### src/rtl/load_timer_8bit.sv
// rtl/load_timer_8bit.sv - loadable down-counting timer with one-shot or periodic reload
module load_timer_8bit #(
   parameter int WIDTH       = 8,
   parameter bit AUTO_RELOAD = 1'b0
) (
   input  logic             clk,
   input  logic             rst,
   input  logic             load,
   input  logic [WIDTH-1:0] load_val,
   input  logic             en,
   input  logic             abort,
   output logic [WIDTH-1:0] s,
   output logic             busy,
   output logic             done
);

   typedef enum logic [1:0] {
      IDLE = 2'd0,
      RUN  = 2'd1,
      HOLD = 2'd2,
      DONE = 2'd3
   } state_t;

   localparam logic [WIDTH-1:0] ONE = WIDTH'(1);

   state_t           state_q, state_d;
   logic [WIDTH-1:0] s_q, s_d;
   logic [WIDTH-1:0] period_q, period_d;
   logic             done_q, done_d;

   // State, count, period and done registers; rst wins over every other input
   always_ff @(posedge clk) begin
      if (rst) begin
         state_q  <= IDLE;
         s_q      <= '0;
         period_q <= '0;
         done_q   <= 1'b0;
      end else begin
         state_q  <= state_d;
         s_q      <= s_d;
         period_q <= period_d;
         done_q   <= done_d;
      end
   end

   // Next-state logic: load beats abort beats count enable
   always_comb begin
      state_d = state_q;
      if (load) begin
         state_d = (load_val != '0) ? RUN : DONE;
      end else if (abort) begin
         state_d = IDLE;
      end else begin
         case (state_q)
            RUN: begin
               if (!en)
                  state_d = HOLD;
               else if ((s_q == ONE) && !AUTO_RELOAD)
                  state_d = DONE;
            end
            HOLD: begin
               // Leaving HOLD only re-arms; the decrement waits for the next edge
               if (en)
                  state_d = RUN;
            end
            default: state_d = state_q;
         endcase
      end
   end

   // Datapath: count value, latched period and the registered done pulse
   always_comb begin
      s_d      = s_q;
      period_d = period_q;
      done_d   = 1'b0;
      if (load) begin
         s_d      = load_val;
         period_d = load_val;
         // A zero load finishes immediately
         done_d   = (load_val == '0);
      end else if (!abort && (state_q == RUN) && en) begin
         if (s_q == ONE) begin
            // The step from 1 is intercepted so s never wraps below zero
            done_d = 1'b1;
            s_d    = AUTO_RELOAD ? period_q : '0;
         end else begin
            s_d = s_q - ONE;
         end
      end
   end

   // Outputs are decoded from registered state only
   always_comb begin
      s    = s_q;
      busy = (state_q == RUN) || (state_q == HOLD);
      done = done_q;
   end

endmodule

### config.mk
export PLATFORM = sky130hd
export DESIGN_NAME = load_timer_8bit
export DESIGN_NICKNAME = d
export VERILOG_FILES = /design/src/rtl/load_timer_8bit.sv
export SDC_FILE = /design/constraint.sdc
export NUM_CORES = 1
export LEC_CHECK = 0
export CAP_MARGIN = 10
export CORE_ASPECT_RATIO = 1.2
export CORE_MARGIN = 2
export CORE_UTILIZATION = 39
export CTS_CLUSTER_DIAMETER = 60
export DETAILED_ROUTE_END_ITERATION = 12
export PLACE_DENSITY = 0.72
export SLEW_MARGIN = 0
export SYNTH_ARGS = -nofsm -noshare
export SYNTH_HDL_FRONTEND = slang
export SYNTH_SLANG_ARGS = --single-unit
export TNS_END_PERCENT = 20
### constraint.sdc
create_clock -name clk -period 1.5 [get_ports clk]
set_input_delay 0.3 -clock clk [delete_from_list [all_inputs] [get_ports clk]]
set_output_delay 0.3 -clock clk [all_outputs]
set_load 0.1 [all_outputs]
# Word-level counts from Yosys, hierarchy flattened
# Cells that the tools add are included.
# Widths: inputs -> output; s select.
[classes]
eq_ne = 5
n_mux = 13
n_reduce_logical = 9
addsub = 1
[ops]
columns = ["cell", "count"]
rows = [
  ["$mux 8", 3],
  ["$mux 2", 6],
  ["$eq 8x1->1 const B", 1],
  ["$logic_not 8->1", 1],
  ["$reduce_bool 8->1", 1],
  ["$sub 8x1->8 const B", 1],
  ["$ne 5x5->1 const B", 1],
  ["$ne 4x4->1 const B", 1],
  ["$pmux 2 s2", 1],
  ["$reduce_bool 4->1", 1],
  ["$mux 1", 3],
  ["$reduce_and 3->1", 1],
  ["$eq 2x1->1 const B", 1],
  ["$eq 2x2->1 const B", 1],
  ["$logic_and 1x1->1", 2],
  ["$reduce_bool 2->1", 1],
  ["$logic_not 1->1", 1],
  ["$logic_or 1x1->1", 1],
]
[word_totals]
ff_bits = 11
wordCells = 31

# Logic depth before layout (Yosys ltp)
[logic_depth]
depth_word = 6
mapped_depth = 6
ltp_nobuf = 6

# Worst setup path before layout
# No wires, ideal clock.
[synth_timing]
path_type = "reg2reg"
start = "register s_q[1] (netlist: s[1])"
end = "register s_q[2] (netlist: s[2])"
required_ns = 1.426
path_buffers = 0
t_arrival_ns = 2.138
path_stages_with_launch = 7
setup_slack_ns = -0.712
path_cell_list = "dfxtp_1 -> inv_1 -> ha_1 -> nor4b_4 -> a21oi_2 -> a32oi_1 -> a31oi_1"
[synth_via]
elab_chain_len = 4
word_cells_on_any_way = 5
[synth_lines]
columns = ["item", "line_no", "text"]
rows = [
  ["start, declared", "27", "logic [WIDTH-1:0] s_q, s_d;"],
  ["start signal, assigned", "35", "s_q <= '0;"],
  ["start signal, assigned", "40", "s_q <= s_d;"],
  ["$sub 8x1->8 / $eq 8x1->1 (equally long branches)", "87, 82", ""],
  ["$mux 8 (*)", "82", "if (s_q == ONE) begin"],
  ["$mux 8 (*)", "81", "end else if (!abort && (state_q == RUN) && en) begin"],
  ["$mux 8 (*)", "76", "if (load) begin"],
]
# Mark *: on every way between the ends. The rest lies on a longest branch, timed or not. The select of a mux whose other input is x is not followed.
# A chain may end at the register's enable or synchronous reset.

# Final worst setup path
[layout_timing]
start = "register s_q[0] (netlist: s[0])"
end = "register state_q[1]"
[layout_via]
elab_chain_len = 3
[layout_lines]
columns = ["item", "line_no", "text"]
rows = [
  ["$eq 8x1->1", "58", "else if ((s_q == ONE) && !AUTO_RELOAD)"],
  ["$ne 5x5->1 (no source line)", "--", ""],
  ["$reduce_and 3->1 (no source line)", "--", ""],
  ["end signal, assigned", "39", "state_q <= state_d;"],
  ["end, declared", "26", "state_t state_q, state_d;"],
]
# No other way between the ends.

==> results.md <==
| Item | Reported |
|:---|:---|
| HPWL after detailed placement | 1830 um |
| Num ports | 23 |
| Static leakage power | 0.000557 uW |
| Pin count of the biggest net entering global routing | 10 |
| Worst clock skew | 0.00713 ns |
| DRC Markers | 0 |
| Total power | 1050 uW |
| Run status | finished, violations left |
| Met3 layer usage reported by global route | 2.83% |
| Power per Cell Area | 725 nW/um2 |
| IO Port Bufs | 22 |
| Worst hold slack | 0.514 ns |
| Number of distinct library cells after synthesis | 37 |
| CTS max path bufs | 2 |
| Failing checks | setup timing |
| Sequential-to-total area share from yosys stat | 30.2% |
| Arrival @ worst endpoint | 1.80 ns |
| DR iter-0 viols | 25 |
| Clk root buf | clkbuf_4 |
| Deepest level of the CTS H-tree | 1 |
| Final setup fails | 7 |
| Standard-cell rows | 17 |
| Worst-path fanout max | 6 |
| Number of max-cap violations | 0 |
| Met1 track utilization from global routing | 30.8% |
| Routing layer with the top usage in global route | met2 |
| Fraction of synthesized cell area taken by the top area cell type | 30.2% |
| Diodes inserted | 0 |
| Proportion of register bits with asynchronous set or reset after synthesis | 0% |
| Remaining global-route overflow | 0 |
| Startpoint kind of the worst setup timing path | flop |
| Post-synthesis net count | 106 |
| Dominant cells by area after synthesis | dfxtp_1 30%, ha_1 6.9%, nand2_1 5.7%, a21oi_1 4.8%, nor3_1 3.4% |
| Post-route antenna net violation count | 0 |
| Vias in the first global route | 917 |
| Time the final worst path needs with I/O delays and setup | 1.61 ns |
| Min setup slack post-route | -0.107 ns |
| Worst ir drop on vdd | 0.000601 V |
| Die Outline Area | 2230 um2 |
| Width of the die | 43.4 um |
| Flip-flop cell with the highest count after synthesis | dfxtp_1 |
| Final number of max-transition violations | 0 |
| Cells after synthesis | 89 |
| RSZ-0062 raised after global routing | yes |
| Cell accounting for the most synthesized area | dfxtp_1 |
| Per-instance average area after synthesis | 8.18 um2 |
| Number of synthesized flops with an enable pin | 0 |
| Max Clock Freq | 622 MHz |
| Required time of the critical path | 1.69 ns |
| Die Y | 51.3 um |
| Vias/cell | 5.57 |
| First-pass detailed-route iteration total | 4 |
| Worst Setup End Kind | flop |
| Final worst-path cycle share | 107% |
| Drt wl/cell | 16.3 um |
| Count of endpoints failing hold in the final timing report | 0 |
| Register clock-pin slew on the reported worst setup and hold paths | 0.08 ns |
| Post-synthesis register bit count | 11 |
| Transition time of the tightest slew-check pin | 0.374 ns |
| Antenna violations before repair | 0 |
| Vias | 897 |
| Count of yosys warnings during synthesis | 0 |
| Number of fill cells | 126 |
| Total length of routed wires | 2630 um |
| Weighted congestion reported at the end of routability-driven placement | 0.826 |
| Placeable core area | 1810 um2 |
| TritonCTS clock tree | yes |
| First-pass GRT wire length | 4280 um |
| Number of buffers inserted during clock tree synthesis | 3 |
| Category of the critical setup timing path | reg2reg |
| Met2 Track Usage GR | 46.3% |
| Worst rel slew slack | 74.8% |
| GRT Overall Usage | 26.3% |
| Area growth from synthesis to layout | 98.3% |
| Hold-fix buffer count after cts | 0 |
| Initial core utilization | 40.3% |
| Clk sinks | 11 |
| Hold WC Path Type | reg2reg |
| Count of nets after finishing | 160 |
| Synthesized area | 728 um2 |
| Fraction of layout instances using a drive strength above 1 | 52.8% |
| Worst skew pair latency | 0.28 ns |
[worst max-delay path, stage by stage (launching register included)]
cell	delay [ns]
dfxtp_4	0.35
buf_6	0.13
ha_4	0.14
nor4b_4	0.21
buf_4	0.19
a21oi_4	0.08
a211o_1	0.27
a21oi_2	0.16
[cells in the final DEF (no fill, tap or decap), drive strengths merged, types with 2 or more instances in the layout]
master and count:
nor2b 2, a211o 2, o22ai 3, ha 4
nor2 2, a31oi 3, nor3 5, or3 2
nor4 2, a22oi 2, inv 5, clkdlybuf4s50 11
nand2 11, buf 38, clkbuf 4, nand2b 3
nor3b 2, dfxtp 11, a21oi 9, o21ai 3
[synthesized netlist by cell type, types with 2 or more instances]
| cell | count |
|---|---|
| dfxtp_1 | 11 |
| nand2_1 | 11 |
| a21oi_1 | 7 |
| inv_1 | 6 |
| nor3_1 | 5 |
| ha_1 | 4 |
| a31oi_1 | 3 |
| nand2b_1 | 3 |
| o22ai_1 | 3 |
| a211o_1 | 2 |
| a22oi_1 | 2 |
| clkbuf_1 | 2 |
| nor2_1 | 2 |
| nor2b_1 | 2 |
| nor4_1 | 2 |
| o21ai_1 | 2 |
| or3_1 | 2 |
[metrics by stage]
step / setup TNS (ns) / instances / setup WS, ns / util (%) / cell area [um2]
finish: -0.293 / 161 / -0.107 / 79.9 / 1440
global route: -0.760 / 161 / -0.175 / 79.9 / 1440
CTS: -0.147 / 159 / -0.0747 / 76.7 / 1390
detailed placement: -1.99 / 150 / -0.275 / 70.7 / 1280
global placement: -1.71 / 150 / -0.239 / 70.7 / 1280
floorplan: -0.686 / 89 / -0.238 / - / 776
[registers in the layout, summed over array words and instances, names as in the netlist]
signal	flops
s	8
state_q	2
done	1
[cell families (layout without fill, tap and decap cells)]
group / Yosys count / after routing / share of synthesized area, %
AO/OA/AOI/OAI: 27 / 28 / 24.2
adder cells (fa/ha/maj): 4 / 4 / 6.87
buffers and inverters: 8 / 60 / 4.12
flip-flops: 11 / 11 / 30.2
multiplexers: 2 / 2 / 2.92
AND/OR/NAND/NOR: 37 / 37 / 31.6
[cell type report]
| cell class | count | area (um2) | area share, % |
|---|---|---|---|
| clock buffer | 4 | 26.3 | 1.82 |
| inverter | 6 | 28.8 | 1.99 |
| multi-input combinational | 71 | 573 | 39.7 |
| sequential | 11 | 240 | 16.6 |
| tap | 19 | 23.8 | 1.65 |
| timing repair buffer | 50 | 552 | 38.2 |
[routing by layer]
| layer | routed length, um | up-vias |
|---|---|---|
| li1 | - | 440 |
| met1 | 1020 | 408 |
| met2 | 1370 | 39 |
| met3 | 125 | 10 |
| met4 | 115 | 0 |
| met5 | 0 | - |
[power by group]
part	internal [uW]	switching [uW]	total, uW	leakage, uW
clock network	103	112	215	0.0000150
logic	227	261	488	0.000447
registers	311	32.6	343	0.0000950
total	641	405	1050	0.000557
[worst paths after layout]
path / from / to / slack [ns] / cells past startpoint
worst max-delay path: s[0]$_SDFFE_PP0P_ / state_q[1]$_SDFFE_PP0P_ / -0.11 / 7
worst min-delay path: state_q[0]$_SDFFE_PP0P_ / state_q[0]$_SDFFE_PP0P_ / 0.51 / 2
worst max register to register: s[0]$_SDFFE_PP0P_ / state_q[1]$_SDFFE_PP0P_ / -0.11 / 7
worst min register to register: state_q[0]$_SDFFE_PP0P_ / state_q[0]$_SDFFE_PP0P_ / 0.51 / 2
[what timing repair did]
item                       in CTS  in global routing
pin swaps                       7                  4
gates resized for setup        13                  9
setup buffers                   4                  2
setup endpoints to repair       9                 11
cloned                          1                  0
Power figures use the tool's default switching activity.
